--- src/rtl/system_top_pkg.sv ---
// Shared constants, command FSM states and baud helper for the UART command shell.
package system_top_pkg;

    localparam logic [7:0] CMD_GPIO = 8'h47;
    localparam logic [7:0] CMD_LED  = 8'h4C;
    localparam logic [7:0] CMD_READ = 8'h52;
    localparam logic [7:0] ACK      = 8'h06;

    typedef enum logic [1:0] {
        IDLE,
        WAIT_GPIO,
        WAIT_LED
    } cmd_state_e;

    function automatic int clks_per_bit(input int clk_hz, input int baud);
        return clk_hz / baud;
    endfunction

endpackage

--- src/rtl/system_top_if.sv ---
// Byte-level link between the UART and the command core: received bytes up, reply bytes down.
interface system_top_if;
    logic       rx_valid;
    logic [7:0] rx_data;
    logic       tx_push;
    logic [7:0] tx_data;

    modport master (input rx_valid, rx_data, output tx_push, tx_data);
    modport slave  (output rx_valid, rx_data, input tx_push, tx_data);
endinterface

--- src/rtl/sys_uart.sv ---
// 8N1 UART: rxd synchronizer + receiver, 2-entry reply FIFO and transmit serializer.
module sys_uart
    import system_top_pkg::*;
#(
    parameter int CLKS_PER_BIT = 434
) (
    input  logic        clk,
    input  logic        rst,
    input  logic        rxd,
    output logic        txd,
    system_top_if.slave bus
);
    localparam int CW = $clog2(CLKS_PER_BIT + 1);
    localparam logic [CW-1:0] BIT_LAST  = CW'(CLKS_PER_BIT - 1);
    localparam logic [CW-1:0] HALF_LAST = CW'(CLKS_PER_BIT / 2 - 1);

    typedef enum logic [1:0] {RX_IDLE, RX_START, RX_DATA, RX_STOP} rx_state_e;

    logic            sync1_q, sync2_q;
    rx_state_e       rx_state_q, rx_state_d;
    logic            rx_armed_q, rx_armed_d;
    logic [CW-1:0]   rx_cnt_q, rx_cnt_d;
    logic [2:0]      rx_bit_q, rx_bit_d;
    logic [7:0]      rx_shift_q, rx_shift_d;
    logic            rx_valid;

    logic [1:0][7:0] fifo_q, fifo_d;
    logic            wr_ptr_q, wr_ptr_d, rd_ptr_q, rd_ptr_d;
    logic [1:0]      fifo_cnt_q, fifo_cnt_d;
    logic            do_push, do_pop;
    logic            tx_busy_q, tx_busy_d;
    logic [CW-1:0]   tx_cnt_q, tx_cnt_d;
    logic [3:0]      tx_bit_q, tx_bit_d;
    logic [8:0]      tx_shift_q, tx_shift_d;
    logic            txd_q, txd_d;

    // Receiver only arms after seeing an idle-high line, so a stuck-low line never yields bytes.
    always_comb begin
        rx_state_d = rx_state_q;
        rx_armed_d = rx_armed_q;
        rx_cnt_d   = rx_cnt_q + 1'b1;
        rx_bit_d   = rx_bit_q;
        rx_shift_d = rx_shift_q;
        rx_valid   = 1'b0;
        unique case (rx_state_q)
            RX_IDLE: begin
                rx_cnt_d = '0;
                if (sync2_q) rx_armed_d = 1'b1;
                else if (rx_armed_q) rx_state_d = RX_START;
            end
            RX_START: if (rx_cnt_q == HALF_LAST) begin
                rx_cnt_d   = '0;
                rx_bit_d   = '0;
                rx_state_d = sync2_q ? RX_IDLE : RX_DATA;
            end
            RX_DATA: if (rx_cnt_q == BIT_LAST) begin
                rx_cnt_d   = '0;
                rx_shift_d = {sync2_q, rx_shift_q[7:1]};
                rx_bit_d   = rx_bit_q + 1'b1;
                if (rx_bit_q == 3'd7) rx_state_d = RX_STOP;
            end
            RX_STOP: if (rx_cnt_q == BIT_LAST) begin
                rx_state_d = RX_IDLE;
                if (sync2_q) rx_valid   = 1'b1;
                else         rx_armed_d = 1'b0;
            end
            default: rx_state_d = RX_IDLE;
        endcase
    end

    // Serializer reloads straight from the FIFO at the end of a stop bit, giving gapless frames.
    always_comb begin
        tx_busy_d  = tx_busy_q;
        tx_cnt_d   = tx_cnt_q + 1'b1;
        tx_bit_d   = tx_bit_q;
        tx_shift_d = tx_shift_q;
        txd_d      = txd_q;
        do_pop     = 1'b0;
        if (!tx_busy_q || (tx_cnt_q == BIT_LAST && tx_bit_q == 4'd9)) begin
            tx_cnt_d = '0;
            tx_bit_d = '0;
            if (fifo_cnt_q != 2'd0) begin
                do_pop     = 1'b1;
                tx_busy_d  = 1'b1;
                tx_shift_d = {1'b1, fifo_q[rd_ptr_q]};
                txd_d      = 1'b0;
            end else begin
                tx_busy_d  = 1'b0;
                txd_d      = 1'b1;
            end
        end else if (tx_cnt_q == BIT_LAST) begin
            tx_cnt_d   = '0;
            tx_bit_d   = tx_bit_q + 1'b1;
            txd_d      = tx_shift_q[0];
            tx_shift_d = {1'b1, tx_shift_q[8:1]};
        end
    end

    always_comb begin
        do_push = bus.tx_push && (fifo_cnt_q != 2'd2);
        fifo_d  = fifo_q;
        if (do_push) fifo_d[wr_ptr_q] = bus.tx_data;
        wr_ptr_d   = wr_ptr_q ^ do_push;
        rd_ptr_d   = rd_ptr_q ^ do_pop;
        fifo_cnt_d = fifo_cnt_q + {1'b0, do_push} - {1'b0, do_pop};
    end

    always_ff @(posedge clk) begin
        if (rst) begin
            sync1_q    <= 1'b1;
            sync2_q    <= 1'b1;
            rx_state_q <= RX_IDLE;
            rx_armed_q <= 1'b0;
            rx_cnt_q   <= '0;
            rx_bit_q   <= '0;
            rx_shift_q <= '0;
            fifo_q     <= '0;
            wr_ptr_q   <= 1'b0;
            rd_ptr_q   <= 1'b0;
            fifo_cnt_q <= '0;
            tx_busy_q  <= 1'b0;
            tx_cnt_q   <= '0;
            tx_bit_q   <= '0;
            tx_shift_q <= '1;
            txd_q      <= 1'b1;
        end else begin
            sync1_q    <= rxd;
            sync2_q    <= sync1_q;
            rx_state_q <= rx_state_d;
            rx_armed_q <= rx_armed_d;
            rx_cnt_q   <= rx_cnt_d;
            rx_bit_q   <= rx_bit_d;
            rx_shift_q <= rx_shift_d;
            fifo_q     <= fifo_d;
            wr_ptr_q   <= wr_ptr_d;
            rd_ptr_q   <= rd_ptr_d;
            fifo_cnt_q <= fifo_cnt_d;
            tx_busy_q  <= tx_busy_d;
            tx_cnt_q   <= tx_cnt_d;
            tx_bit_q   <= tx_bit_d;
            tx_shift_q <= tx_shift_d;
            txd_q      <= txd_d;
        end
    end

    assign txd          = txd_q;
    assign bus.rx_valid = rx_valid;
    assign bus.rx_data  = rx_shift_q;

endmodule

--- src/rtl/system_top_wrapper.sv ---
// Board shell: UART command decoder driving GPIO and LED registers.
// Define SYSTOP_HEARTBEAT_EN to turn the top LED into a 2^24-cycle heartbeat.
module system_top_wrapper
    import system_top_pkg::*;
#(
    parameter int CLK_HZ = 50_000_000,
    parameter int BAUD   = 115200,
    parameter int GPIO_W = 8,
    parameter int LED_W  = 4
) (
    input  logic              clk_50M,
    input  logic              k_resetb,
    input  logic              uart_rtl_0_rxd,
    output logic              uart_rtl_0_txd,
    output logic [GPIO_W-1:0] gpio_tri_o,
    output logic [LED_W-1:0]  gpio_led
);
    localparam int CLKS_PER_BIT = clks_per_bit(CLK_HZ, BAUD);

    system_top_if bus ();

    sys_uart #(.CLKS_PER_BIT(CLKS_PER_BIT)) u_uart (
        .clk (clk_50M),
        .rst (k_resetb),
        .rxd (uart_rtl_0_rxd),
        .txd (uart_rtl_0_txd),
        .bus (bus)
    );

    cmd_state_e        state_q, state_d;
    logic [GPIO_W-1:0] gpio_q, gpio_d;
    logic [LED_W-1:0]  led_q, led_d;
    logic              tx_push;
    logic [7:0]        tx_data;
`ifdef SYSTOP_HEARTBEAT_EN
    logic [23:0]       hb_cnt_q, hb_cnt_d;
`endif

    always_comb begin
        state_d = state_q;
        gpio_d  = gpio_q;
        led_d   = led_q;
        tx_push = 1'b0;
        tx_data = 8'h00;
`ifdef SYSTOP_HEARTBEAT_EN
        hb_cnt_d = hb_cnt_q + 1'b1;
        if (&hb_cnt_q) led_d[LED_W-1] = ~led_q[LED_W-1];
`endif
        if (bus.rx_valid) begin
            unique case (state_q)
                IDLE: begin
                    if (bus.rx_data == CMD_GPIO)     state_d = WAIT_GPIO;
                    else if (bus.rx_data == CMD_LED) state_d = WAIT_LED;
                    else begin
                        tx_push = 1'b1;
                        tx_data = (bus.rx_data == CMD_READ) ? 8'(gpio_q) : bus.rx_data;
                    end
                end
                WAIT_GPIO: begin
                    gpio_d  = bus.rx_data[GPIO_W-1:0];
                    tx_push = 1'b1;
                    tx_data = ACK;
                    state_d = IDLE;
                end
                WAIT_LED: begin
`ifdef SYSTOP_HEARTBEAT_EN
                    led_d[LED_W-2:0] = bus.rx_data[LED_W-2:0];
`else
                    led_d = bus.rx_data[LED_W-1:0];
`endif
                    tx_push = 1'b1;
                    tx_data = ACK;
                    state_d = IDLE;
                end
                default: state_d = IDLE;
            endcase
        end
    end

    always_ff @(posedge clk_50M) begin
        if (k_resetb) begin
            state_q  <= IDLE;
            gpio_q   <= '0;
            led_q    <= '0;
`ifdef SYSTOP_HEARTBEAT_EN
            hb_cnt_q <= '0;
`endif
        end else begin
            state_q  <= state_d;
            gpio_q   <= gpio_d;
            led_q    <= led_d;
`ifdef SYSTOP_HEARTBEAT_EN
            hb_cnt_q <= hb_cnt_d;
`endif
        end
    end

    assign bus.tx_push = tx_push;
    assign bus.tx_data = tx_data;
    assign gpio_tri_o  = gpio_q;
    assign gpio_led    = led_q;

endmodule

--- config.mk ---
export PLATFORM = sky130hd
export DESIGN_NAME = system_top_wrapper
export DESIGN_NICKNAME = d
export VERILOG_FILES = /design/src/rtl/system_top_pkg.sv /design/src/rtl/system_top_if.sv /design/src/rtl/sys_uart.sv /design/src/rtl/system_top_wrapper.sv
export SDC_FILE = /design/constraint.sdc
export NUM_CORES = 1
export LEC_CHECK = 0
export BUFFER_PORTS_ARGS = -buffer_cell sky130_fd_sc_hd__buf_2
export CAP_MARGIN = 10
export CORE_ASPECT_RATIO = 0.7
export CORE_UTILIZATION = 55
export DETAILED_ROUTE_END_ITERATION = 10
export PLACE_DENSITY_LB_ADDON = 0.1
export SETUP_SLACK_MARGIN = 0.02
export SKIP_CTS_REPAIR_TIMING = 1
export SYNTH_ARGS = -nofsm -noshare
export SYNTH_HDL_FRONTEND = slang
export SYNTH_SLANG_ARGS = --single-unit
export TNS_END_PERCENT = 5
--- constraint.sdc ---
create_clock -name clk_50M -period 5.85 [get_ports clk_50M]
set_clock_uncertainty 0.15 [all_clocks]
set_input_delay 0.585 -clock clk_50M [delete_from_list [all_inputs] [get_ports clk_50M]]
set_output_delay 0.585 -clock clk_50M [all_outputs]
set_load 0.05 [all_outputs]
==> results of run 1 <==
-- power groups by stage --
stage | clock [mW] | combinational (mW) | sequential, mW
floorplan | 0 | 0.176 | 0.634
global route | 0.493 | 0.236 | 0.640
detailed placement | 0 | 0.208 | 0.645
global placement | 0 | 0.204 | 0.645
finish | 0.458 | 0.211 | 0.634
CTS | 0.469 | 0.210 | 0.633
-- metal layers --
layer / vias up / share of wire (%)
met5: - / 0
met4: 0 / 0.60
met2: 65 / 41
li1: 1579 / -
met3: 5 / 5.8
met1: 1478 / 53
-- state kept, by name (all words and copies together) (netlist names), named ones only --
register,flops
u_uart.sync2_q,1
gpio_tri_o,8
u_uart.fifo_q,16
u_uart.tx_cnt_q,9
u_uart.tx_bit_q,4
u_uart.tx_shift_q,8
u_uart.fifo_cnt_q,2
u_uart.tx_busy_q,1
u_uart.rx_armed_q,1
u_uart.rx_state_q,1
gpio_led,4
u_uart.txd,1
u_uart.wr_ptr_q,1
u_uart.rd_ptr_q,1
u_uart.bus.rx_data,8
u_uart.sync1_q,1
state_q,2
u_uart.rx_bit_q,3
u_uart.rx_cnt_q,9
-- cells by family (layout without fill, tap and decap cells) --
family          count (synthesis)  count (layout)  synth area share (%)
buf+inv                        50              56                  5.20
fa+ha+maj                      22              22                  6.69
compound gates                 73              73                  13.8
xor+xnor                       16              16                  3.40
simple gates                  166             166                  23.2
flops                          82              82                  39.9
mux                            32              32                  7.84
-- area by class of cell --
class,instances,area (um^2)
clock buffer,10,138
inverter,24,90.1
multi-input combinational,309,2260
tap,94,118
clock inverter,6,90.1
timing repair buffer,16,82.6
fill,585,2550
sequential,82,1640
-- worst max-delay path, cell delays in order (launching register included) --
cell and delay, ns:
sky130_fd_sc_hd__dfxtp_1 0.36, sky130_fd_sc_hd__nor4bb_1 0.83, sky130_fd_sc_hd__a21bo_1 0.42, sky130_fd_sc_hd__nand3_4 0.18
sky130_fd_sc_hd__inv_2 0.10, sky130_fd_sc_hd__ha_1 0.22, sky130_fd_sc_hd__inv_1 0.06, sky130_fd_sc_hd__ha_1 0.17
sky130_fd_sc_hd__xnor2_1 0.14, sky130_fd_sc_hd__xnor2_1 0.13, sky130_fd_sc_hd__nor2_1 0.05
-- metrics by stage --
step / utilization [%] / cell area, um^2
floorplan: - / 4120
global placement: 60.1 / 4190
detailed placement: 60.1 / 4190
CTS: 63.4 / 4420
global route: 63.4 / 4420
finish: 63.4 / 4420
-- worst max path at each step --
| stage | startpoint | to | slack [ns] | cells after the start |
|---|---|---|---|---|
| after floorplan | u_uart.tx_cnt_q[1] | u_uart.fifo_cnt_q[1] | 3.41 | 14 |
| after global placement | u_uart.tx_cnt_q[3] | u_uart.fifo_cnt_q[1] | 3.06 | 10 |
| after detailed placement | u_uart.tx_cnt_q[3] | u_uart.fifo_cnt_q[1] | 2.96 | 10 |
| after CTS | u_uart.tx_cnt_q[3] | u_uart.fifo_cnt_q[1] | 2.94 | 10 |
| after global routing | u_uart.rx_state_q[0] | u_uart.fifo_q[9] | 2.61 | 10 |
| final | u_uart.tx_cnt_q[3] | u_uart.fifo_cnt_q[1] | 2.93 | 10 |
-- cell usage in the layout (no fill, tap or decap), drive strengths merged, types with 10 or more instances in the layout --
| cell type | count |
|---|---|
| nand3 | 27 |
| nand2 | 12 |
| buf | 16 |
| inv | 24 |
| a21oi | 15 |
| nand2b | 19 |
| mux2i | 30 |
| dfxtp | 82 |
| o21ai | 10 |
| nand4 | 16 |
| nor2 | 50 |
| o2111ai | 11 |
| ha | 22 |
| clkbuf | 10 |
==> out/results.tsv, run 1 <==
metric	value	unit
setup TNS	0	ns
transition time of the tightest slew-check pin	0.953	ns
Main synth FF type	sky130_fd_sc_hd__dfxtp_1	
starting density of the core	59.0	%
Min-Delay Endpoint	u_uart.sync1_q	
total congestion overflow after global routing	0	
final period demand of the worst path	2.92	ns
worst min-delay path class	in -> reg	
Pins Over Slew Limit	0	
Antenna Cells	0	
HPWL after detailed placement	6090	um
Worst-Skew Late Latency	0.35	ns
number of sinks on the clock net	82	
TritonCTS clock tree	built	
most used routing layer in global routing	met1	
via density per instance	5.78	
floorplan core area	6980	um^2
start of the worst register-to-register path	u_uart.tx_cnt_q[3]	
reg2reg end	u_uart.fifo_cnt_q[1]	
fraction of power consumed by the clock network	35.2	%
detailed-route wire length	8440	um
final antenna-violating net count	0	
critical path capture point type	flip-flop	
RSZ-0062 raised after global routing	false	
total power divided by cell area	295	nW/um^2
final critical-path setup slack	2.93	ns
Max Root-Sink Buffers	2	
critical path data required time	5.94	ns
vias	3127	
cell area after synthesis	4120	um^2
number of iterations in the first detailed-routing pass	4	
internal power consumption	0.930	mW
switching portion of total power	28.7	%
routed wirelength normalized by instance count	15.6	um
max-cap viol count	0	
Post-synth top cells	sky130_fd_sc_hd__dfxtp_1 (82), sky130_fd_sc_hd__nor2_1 (50), sky130_fd_sc_hd__mux2i_1 (30)	
static leakage power	1.68	nW
worst slack after detailed placement	2.96	ns
relative contribution of sequential cells to total power	48.6	%
clock-pin transition on the worst setup and hold timing paths	0.08	ns
number of different library cells in the post-synthesis netlist	65	
number of violations reported at the end of detailed-routing iteration 0	183	
H-tree levels	3	
startpoint class of the critical path	flip-flop	
maximum ir drop on the vdd rail	0.168	mV
net count after synthesis	466	
worst min-delay path startpoint	uart_rtl_0_rxd	
global routing met3 resource utilization	6.05	%
overall power consumption	1.30	mW
worst reg-to-reg setup slack	2.93	ns
fraction of met2 tracks used by global routing	33.4	%
tightest hold margin	0.266	ns
Area Overhead vs Synth	7.39	%
final weighted congestion in routability-driven placement	0.785	
number of endpoints failing setup at the final stage	0	
die width	105	um
number of cells on the worst reg-to-reg path	10	
global routing met1 resource utilization	34.7	%
synth warn	0	
count of input and output buffers	15	
die height	74.4	um
number of antenna violations at the first check in global routing	0	
layout cells sized above 1	12.3	%
row count	25	
dominant cells by area after synthesis	sky130_fd_sc_hd__dfxtp_1 (40%), sky130_fd_sc_hd__mux2i_1 (7.3%), sky130_fd_sc_hd__ha_1 (6.7%), sky130_fd_sc_hd__nor2_1 (4.6%), sky130_fd_sc_hd__nand3_1 (3.2%)	
part of the Yosys area used for sequential elements	39.9	%
count of placed standard cells including taps	525	
Hold Path Stages	2	
highest clock frequency the design can meet	0.342	GHz
Comb pwr share	16.2	%
area share of the largest cell type after synthesis	39.9	%
I/O pin count	16	
total net switching power	0.374	mW
largest fanout of any net on the critical path	10	
count of flip-flops with a built-in enable after synthesis	0	
Avg Synthesized Cell Area	9.33	um^2
wire length of the first global-routing pass	14100	um
fin nets	467	
cell with the most instances after synthesis	sky130_fd_sc_hd__dfxtp_1	
gate count of the mapped netlist	441	
worst setup path class	reg -> reg	
result of the run	finished, final reports clean	
TritonCTS buffer count	9	
count of final hold-check violations	0	
number of design rule violations left after detail routing	0	
maximum number of pins on one net before global-route repair	39	
die area	7840	um^2
Rel. slew slack	35.6	%
clock root buffer master	sky130_fd_sc_hd__clkbuf_8	
vias in the first global route	2861	
final clock period utilization by the worst path	49.9	%
flip-flop and latch count after synthesis	82	
leading area contributor after synthesis	sky130_fd_sc_hd__dfxtp_1	
async set-reset flop share out of synthesis	0	%
count of placed standard cells in the final layout, fillers left out	541	
Global Route Usage Sum	23.3	%
Worst EP arrival	3.01	ns
No activity file was read; power rests on OpenSTA's default activity.
==> run 2: changes to the inputs <==
==> constraint.sdc (replaced) <==
create_clock -name clk_50M -period 2.4 [get_ports clk_50M]
set_clock_uncertainty 0.15 [all_clocks]
set_input_delay 0.24 -clock clk_50M [delete_from_list [all_inputs] [get_ports clk_50M]]
set_output_delay 0.24 -clock clk_50M [all_outputs]
set_load 0.05 [all_outputs]
==> out/results.tsv, run 2 (synthesis gave the netlist of run 1 again) <==
metric	value	unit	change
result of the run	finished, final reports clean		unchanged
Finished Cell Area	4750	um^2	was 4420 um^2
worst setup path class	reg -> reg		unchanged
wire length of the first global-routing pass	14600	um	was 14,100 um
commonest non-fill, non-tap cells in the layout	sky130_fd_sc_hd__dfxtp_1 (80), sky130_fd_sc_hd__nor2_1 (49), sky130_fd_sc_hd__buf_4 (36)		was sky130_fd_sc_hd__dfxtp_1 (82), sky130_fd_sc_hd__nor2_1 (50), sky130_fd_sc_hd__mux2i_1 (30)
layout cells sized above 1	20.5	%	was 12.3%
Placed Instance Area	4460	um^2	was 4190 um^2
die height	74.4	um	unchanged
final clock period utilization by the worst path	95.6	%	was 49.9%
number of iterations in the first detailed-routing pass	4		unchanged
max FFs per register	16		unchanged
worst slack after detailed placement	-0.0541	ns	was 2.96 ns
uppermost metal layer occupied by signal nets	met4		unchanged
final antenna-violating net count	0		unchanged
vias in the first global route	2994		was 2,861
most common cell after layout, fill and taps aside	sky130_fd_sc_hd__dfxtp_1		unchanged
total congestion overflow after global routing	0		unchanged
static leakage power	1.86	nW	was 1.68 nW
final weighted congestion in routability-driven placement	0.858		was 0.785
total power divided by cell area	688	nW/um^2	was 295 nW/um^2
fin nets	503		was 467
clock root buffer master	sky130_fd_sc_hd__clkbuf_8		unchanged
clock-pin transition on the worst setup and hold timing paths	0.09	ns	was 0.08 ns
TritonCTS clock tree	built		unchanged
RSZ-0062 raised after global routing	true		was false
HPWL after detailed placement	6600	um	was 6090 um
critical path capture point type	flip-flop		unchanged
met3 wire length	313	um	was 487 um
die area	7840	um^2	unchanged
register with the highest flop count	u_uart.fifo_q		unchanged
H-tree levels	3		unchanged
final critical-path setup slack	0.105	ns	was 2.93 ns
Worst EP arrival	2.39	ns	was 3.01 ns
Top Registers	u_uart.fifo_q (16), u_uart.rx_cnt_q (9), u_uart.tx_cnt_q (9)		unchanged
Worst-Skew Late Latency	0.36	ns	was 0.35 ns
final period demand of the worst path	2.29	ns	was 2.92 ns
highest clock frequency the design can meet	0.436	GHz	was 0.342 GHz
number of endpoints failing setup at the final stage	0		unchanged
worst min-delay path class	in -> reg		unchanged
vias	3277		was 3,127
maximum ir drop on the vdd rail	0.474	mV	was 0.168 mV
wire length the detailed router placed on met1	4740	um	was 4470 um
largest fanout of any net on the critical path	5		was 10
floorplan core area	6980	um^2	unchanged
Antenna Cells	0		unchanged
number of violations reported at the end of detailed-routing iteration 0	169		was 183
max-cap viol count	0		unchanged
transition time of the tightest slew-check pin	0.554	ns	was 0.953 ns
I/O pin count	16		unchanged
Rel. slew slack	62.8	%	was 35.6%
Max Root-Sink Buffers	2		unchanged
routed wirelength normalized by instance count	15.4	um	was 15.6 um
Area Overhead vs Synth	15.4	%	was 7.39%
row count	25		unchanged
TritonCTS buffer count	9		unchanged
Pins Over Slew Limit	0		unchanged
critical path data required time	2.50	ns	was 5.94 ns
detailed-route wire length	8910	um	was 8440 um
die width	105	um	unchanged
number of antenna violations at the first check in global routing	0		unchanged
via density per instance	5.68		was 5.78
maximum number of pins on one net before global-route repair	25		was 39
Detail Route met2 WL	3790	um	was 3430 um
starting density of the core	59.0	%	unchanged
startpoint class of the critical path	flip-flop		unchanged
count of final hold-check violations	0		unchanged
count of input and output buffers	15		unchanged
number of design rule violations left after detail routing	0		unchanged
Global Route Usage Sum	23.8	%	was 23.3%
number of sinks on the clock net	82		unchanged
## run 2: area by class of cell
type                    count  area [um^2]
inverters                  24         90.1
clock inverters             6         96.3
well taps                  94          118
fillers                   553         2220
repair buffers             52          355
flip-flops and latches     82         1650
multi-input cells         309         2310
clock buffers              10          138
## run 2: power by group
group	switching, mW	internal (mW)
sequential	0.0797	1.45
combinational	0.334	0.247
clock	0.529	0.629
## run 2: through the flow
step	util, %	std cells	total power, mW	hold slack (ns)	TNS [ns]
after detailed placement	63.9	560	2.13	0.251	-0.0715
after global routing	68.1	577	3.42	0.108	0
after floorplan	-	441	1.98	0.194	0
after global placement	63.9	560	2.12	0.252	0
final	68.1	577	3.27	0.115	0
after CTS	67.2	576	3.28	-0.0871	-0.171
## run 2: path summary, 6_finish.rpt
check | start | to | slack (ns) | cells after the start
setup reg to reg | u_uart.tx_cnt_q[1] | u_uart.fifo_cnt_q[1] | 0.11 | 12
setup / recovery | u_uart.tx_cnt_q[1] | u_uart.fifo_cnt_q[1] | 0.11 | 12
hold reg to reg | u_uart.sync1_q | u_uart.sync2_q | 0.28 | 1
hold / removal | k_resetb | u_uart.fifo_q[10] | 0.12 | 2
## run 2: layer usage
metal  GRT usage, %  vias to the layer above
li1               -                     1665
met1           34.5                     1548
met2           36.0                       57
met3           5.35                        7
met4           6.10                        0
met5              0                        -
## run 2: critical path, cell delays in order, from the launching register on
cell,delay (ns)
sky130_fd_sc_hd__dfxtp_4,0.38
sky130_fd_sc_hd__inv_1,0.05
sky130_fd_sc_hd__ha_1,0.18
sky130_fd_sc_hd__and4b_1,0.22
sky130_fd_sc_hd__a21bo_1,0.22
sky130_fd_sc_hd__nand3_4,0.07
sky130_fd_sc_hd__inv_2,0.04
sky130_fd_sc_hd__ha_1,0.26
sky130_fd_sc_hd__inv_1,0.04
sky130_fd_sc_hd__ha_1,0.21
sky130_fd_sc_hd__xnor2_1,0.19
sky130_fd_sc_hd__xnor2_1,0.14
sky130_fd_sc_hd__nor2_1,0.05
